### src/rtl/icache_fetch_responder.sv
// icache_fetch_responder: single-line fetch buffer answering core fetches and refilling misses from memory
module icache_fetch_responder #(
    parameter int               ADDR_W   = 40,
    parameter int               LINE_W   = 128,
    parameter logic [ADDR_W-1:0] MEM_BASE = 40'h0_8000_0000,
    parameter logic [ADDR_W-1:0] MEM_SIZE = 40'h0_1000_0000,
    parameter int               CNT_W    = 32
) (
    input  logic              clk,
    input  logic              rsn,
    input  logic              req_valid,
    input  logic              req_kill,
    input  logic [ADDR_W-1:0] req_vaddr,
    input  logic              iflush,
    output logic              resp_ready,
    output logic              resp_valid,
    output logic [LINE_W-1:0] resp_data,
    output logic [ADDR_W-1:0] resp_vaddr,
    output logic              resp_xcpt,
    output logic              mem_req_valid,
    input  logic              mem_req_ready,
    output logic [ADDR_W-1:0] mem_req_addr,
    input  logic              mem_rsp_valid,
    input  logic [LINE_W-1:0] mem_rsp_data,
    output logic [CNT_W-1:0]  hit_cnt,
    output logic [CNT_W-1:0]  miss_cnt
);
    localparam int OFF = $clog2(LINE_W / 8);
    localparam logic [ADDR_W:0] MEM_END = {1'b0, MEM_BASE} + {1'b0, MEM_SIZE};

    typedef enum logic [1:0] {IDLE, MISS_REQ, MISS_WAIT, DRAIN} state_t;

    state_t                  state;
    logic                    buf_valid;
    logic                    nofill;
    logic [ADDR_W-OFF-1:0]   buf_tag;
    logic [LINE_W-1:0]       buf_data;
    logic [ADDR_W-1:0]       lat_vaddr;
    logic [ADDR_W-OFF-1:0]   tag;
    logic                    accept;
    logic                    in_range;
    logic                    hit;
    logic                    fill;

    always_comb begin
        tag      = req_vaddr[ADDR_W-1:OFF];
        accept   = req_valid && resp_ready && !req_kill;
        in_range = (req_vaddr >= MEM_BASE) && ({1'b0, req_vaddr} < MEM_END);
        hit      = buf_valid && !iflush && (buf_tag == tag);
        // a flush seen at any point of the refill, or on the data beat itself, leaves the buffer invalid
        fill     = mem_rsp_valid && (state == MISS_WAIT || state == DRAIN) && !nofill && !iflush;
    end

    always_ff @(posedge clk or negedge rsn) begin
        if (!rsn) begin
            state         <= IDLE;
            resp_ready    <= 1'b1;
            resp_valid    <= 1'b0;
            resp_data     <= '0;
            resp_vaddr    <= '0;
            resp_xcpt     <= 1'b0;
            mem_req_valid <= 1'b0;
            mem_req_addr  <= '0;
            buf_valid     <= 1'b0;
            buf_tag       <= '0;
            buf_data      <= '0;
            lat_vaddr     <= '0;
            nofill        <= 1'b0;
            hit_cnt       <= '0;
            miss_cnt      <= '0;
        end else begin
            resp_valid <= 1'b0;
            if (iflush) buf_valid <= 1'b0;
            if (fill) begin
                buf_valid <= 1'b1;
                buf_tag   <= lat_vaddr[ADDR_W-1:OFF];
                buf_data  <= mem_rsp_data;
            end
            case (state)
                IDLE: if (accept) begin
                    resp_vaddr <= req_vaddr;
                    if (!in_range) begin
                        resp_valid <= 1'b1;
                        resp_xcpt  <= 1'b1;
                        resp_data  <= '0;
                    end else if (hit) begin
                        resp_valid <= 1'b1;
                        resp_xcpt  <= 1'b0;
                        resp_data  <= buf_data;
                        hit_cnt    <= hit_cnt + {{(CNT_W-1){1'b0}}, ~&hit_cnt};
                    end else begin
                        lat_vaddr     <= req_vaddr;
                        mem_req_addr  <= {tag, {OFF{1'b0}}};
                        mem_req_valid <= 1'b1;
                        miss_cnt      <= miss_cnt + {{(CNT_W-1){1'b0}}, ~&miss_cnt};
                        nofill        <= 1'b0;
                        resp_ready    <= 1'b0;
                        state         <= MISS_REQ;
                    end
                end
                MISS_REQ: begin
                    nofill <= nofill | iflush;
                    if (req_kill || mem_req_ready) mem_req_valid <= 1'b0;
                    if (req_kill && !mem_req_ready) begin
                        state      <= IDLE;
                        resp_ready <= 1'b1;
                    end else if (mem_req_ready) state <= req_kill ? DRAIN : MISS_WAIT;
                end
                MISS_WAIT: begin
                    nofill <= nofill | iflush;
                    if (mem_rsp_valid) begin
                        state      <= IDLE;
                        resp_ready <= 1'b1;
                        resp_valid <= !req_kill;
                        resp_xcpt  <= 1'b0;
                        resp_data  <= mem_rsp_data;
                        resp_vaddr <= lat_vaddr;
                    end else if (req_kill) state <= DRAIN;
                end
                DRAIN: begin
                    nofill <= nofill | iflush;
                    if (mem_rsp_valid) begin
                        state      <= IDLE;
                        resp_ready <= 1'b1;
                    end
                end
                default: state <= IDLE;
            endcase
        end
    end
endmodule

### config.mk
export PLATFORM = sky130hd
export DESIGN_NAME = icache_fetch_responder
export DESIGN_NICKNAME = d
export VERILOG_FILES = /design/src/rtl/icache_fetch_responder.sv
export SDC_FILE = /design/constraint.sdc
export NUM_CORES = 1
export LEC_CHECK = 0
export ABC_AREA = 1
export CORE_UTILIZATION = 52
export CTS_CLUSTER_SIZE = 10
export DETAILED_ROUTE_END_ITERATION = 6
export MAX_ROUTING_LAYER = met4
export PLACE_DENSITY_LB_ADDON = 0.3
export RECOVER_POWER = 25
export SLEW_MARGIN = 10
export SYNTH_ARGS = -nofsm -noshare
export SYNTH_HDL_FRONTEND = slang
export SYNTH_SLANG_ARGS = --single-unit
### constraint.sdc
create_clock -name clk -period 3.1 [get_ports clk]
set_input_delay 0.465 -clock clk [delete_from_list [all_inputs] [get_ports clk]]
set_output_delay 0.465 -clock clk [all_outputs]
set_load 0.1 [all_outputs]
==> results.cfg <==
[status]
status = finished, violations left
failed_checks = max-capacitance violations, max-slew violations

[yosys]
yosysTopAreaCell = dfrtp_1
synth_cells = 2893
yosysSeqAreaShare_pct = 50.5
synthDistinctLibCells = 31
avgSynthCellArea_um2 = 7.61
syn_area_um2 = 22000
synth-seq-cells = 444
synthTopCellsByCount = nand2_1 (1024), dfrtp_1 (443), inv_1 (322)
yosys.cell_count.top_type = nand2_1
async_flop_share_pct = 100
synthFlopType = dfrtp_1
synth_edf_count = 0
yosys_warnings = 0
synth_top_area_share_pct = 50.3
synth.top_cells.by_area = dfrtp_1 (50%), nand2_1 (17%), inv_1 (5.5%), o21ai_0 (5.0%), nand3_1 (3.8%)

[timing]
fmax_ghz = 0.348
relSlewSlack_pct = -18.3
finalSetupTns_ns = 0
worstMarginPinSlew_ns = 1.77
skew_ns = 0.0219
setup_viol = 0
drv_slew = 54
min_period_ns = 2.87
rsz0062_at_grt = no
period_share_pct = 92.7
finalHoldViolations = 0

[critical_path]
critPathMaxFanout = 5
cp_common_cell = nand2_1
r2r_start = miss_cnt[6]
cp_slowest_stage_delay_ns = 0.47
cp-end-kind = flip-flop
r2r_cells = 14
path_cells = nand2_1, nor2_1, nand2_1, nor4_1, nand3b_1, ha_1, nand3_1, inv_1, nand2_1, nor2_1, inv_1, nor4_2, nand2_1, xnor2_1
critical_path.slowest_cell = dfrtp_1
critPathRequiredTime_ns = 3.57
startpoint_type = flip-flop
crit_start = miss_cnt[6]
path_delay_family = simple AND/OR/NAND/NOR gates
rrSetupSlack_ns = 0.23
crit_buf_inv = 2
worstSetupPathType = flip-flop to flip-flop
r2r-end = miss_cnt[23]
cp_data_arrival_time_ns = 3.34

[die]
placementRows = 75
die_x_um = 208
start_util_pct = 52.6
fp.dieH_um = 208
io_pins = 451
core_region_area_um2 = 41900
die-area_um2 = 43200

[route]
antenna_left = 0
drt_iter0_drc = 1696
dr.pass1.iters = 6
via_per_inst = 5.41
wl_per_cell_um = 17.3
drc = 0
vias = 20800
finalWirelength_um = 66500

[clock_network]
path_clk_slew_ns = 0.06
clk_path_buf_depth = 3
htreeDepth = 2
clk_latency_ns = 0.59
cts_buffers = 51
cts_tree = done
cts_root_buffer = clkbuf_16
cts_sinks = 444

[placement]
place_inst = 3763
hpwl_um = 46000
numPortBuffers = 446
gp_congestion = 0.944

[pwr]
leakage_uw = 0.0141
p_per_area_nw_per_um2 = 606
max-vdd-ir-drop_v = 0.000778

[global_routing]
grt_pass1_vias = 20100
grt_remaining_overflow = 0
grt_pass1_wl_um = 107000
antenna_found_initial = 11
grt_max_degree = 122
grtUsageTotal_pct = 31.6

[finish]
ff_latch_area_um2 = 11100
instances_no_fill = 3846
final_util_pct = 66.3
layout.nets = 3457
area_growth_pct = 26.0
nFillCells = 3490
multiInputGateArea_um2 = 8690
drive_gt1_share_pct = 13.0

[run]
maxCapViolCount = 1

[hold_path]
min_delay_worst_endpoint = buf_data[114]
worstHoldStart = mem_rsp_data[114]
hold_path_class = input port to flip-flop
worstHoldPathCells = 3
## area by class of cell
cell class                      count  area share [%]
Sequential cell                   444            40.1
Multi-Input combinational cell   1925            31.3
Timing Repair Buffer              526            16.5
Clock buffer                       68            4.98
Inverter                          330            4.49
Tap cell                          539            2.43
Clock inverter                      3           0.122
Antenna cell                       11          0.0992
## cell usage in the layout, fill, tap and decap left out, drive strengths merged, types with 2 or more instances in the layout
master            n
a21oi             2
a31oi            40
and2              4
buf             347
clkbuf           73
clkdlybuf4s50   173
clkinv            2
conb              4
dfrtp           443
diode            11
ha                4
inv             331
nand2          1027
nand3           165
nand3b            6
nand4            48
nor2            183
nor3             42
nor4              6
o21ai           219
o22ai           128
xnor2            18
xor2             26
## worst reg2reg max path, stage by stage, from the launching register on
cell	delay, ns
dfrtp_1	0.47
nand2_1	0.13
nor2_1	0.07
nand2_1	0.13
nor4_1	0.06
nand3b_1	0.11
ha_1	0.22
nand3_1	0.17
inv_1	0.11
nand2_1	0.10
nor2_1	0.36
inv_1	0.16
nor4_2	0.37
nand2_1	0.12
xnor2_1	0.18
## where the power goes
part	switching, uW	internal (uW)	total (uW)	leakage (uW)
registers	418	6440	6860	0.00579
logic	3420	1160	4570	0.00764
clock network	2310	3060	5370	0.000687
total	6150	10700	16800	0.0141
## sequential cells by signal, summed over array words and instances (netlist names)
signal         count
resp_ready         1
resp_vaddr        40
state              2
buf_data         128
buf_valid          1
miss_cnt          32
resp_data        128
nofill             1
lat_vaddr         40
resp_valid         1
mem_req_valid      1
buf_tag           36
hit_cnt           32
resp_xcpt          1
## routing by layer
metal  part of all wire [%]  vias up  GRT usage (%)  routed length, um
met5                      0        -              -                  0
met4                    3.3        0           11.9               2200
met3                    8.3      137           6.58               5490
met2                     46      874           48.0              30700
met1                     42     9876           41.9              28100
li1                       -     9926              -                  -
## timing repair
action | in CTS | in global routing
buffers inserted | 0 | 0
endpoints found under the setup margin | 0 | 4
endpoints found under the hold margin | 49 | 0
hold buffers | 1 | 0
resized for setup | 0 | 2
## logic make-up after synthesis
group                    share of synthesized area (%)
AO/OA/AOI/OAI                                     9.80
XOR/XNOR                                          1.75
adder cells (fa/ha/maj)                          0.227
buffers and inverters                             10.4
flip-flops                                        50.5
other                                           0.0170
AND/OR/NAND/NOR                                   27.4
## worst max-delay path by stage
| stage | slack [ns] | depth (start not counted) | end |
|---|---|---|---|
| after detailed placement | -0.12 | 10 | lat_vaddr[22] |
| final | 0.23 | 14 | miss_cnt[23] |
| after global placement | -0.04 | 10 | lat_vaddr[23] |
| after global routing | 0.008 | 16 | miss_cnt[30] |
| after CTS | 0.12 | 14 | miss_cnt[23] |
| after floorplan | 0.02 | 17 | miss_cnt[30] |
## per-stage QoR
step | setup slack [ns] | hold slack (ns) | instance area, um2 | power [uW]
after global routing | 0.00800 | 0.462 | 27700 | 17400
after detailed placement | -0.123 | 0.457 | 26300 | 11500
final | 0.227 | 0.458 | 27700 | 16800
after CTS | 0.120 | 0.438 | 27700 | 16900
after floorplan | 0.0221 | 0.169 | 22000 | 10200
after global placement | -0.0381 | 0.456 | 26300 | 11400
(Power assumes the default switching activity.)
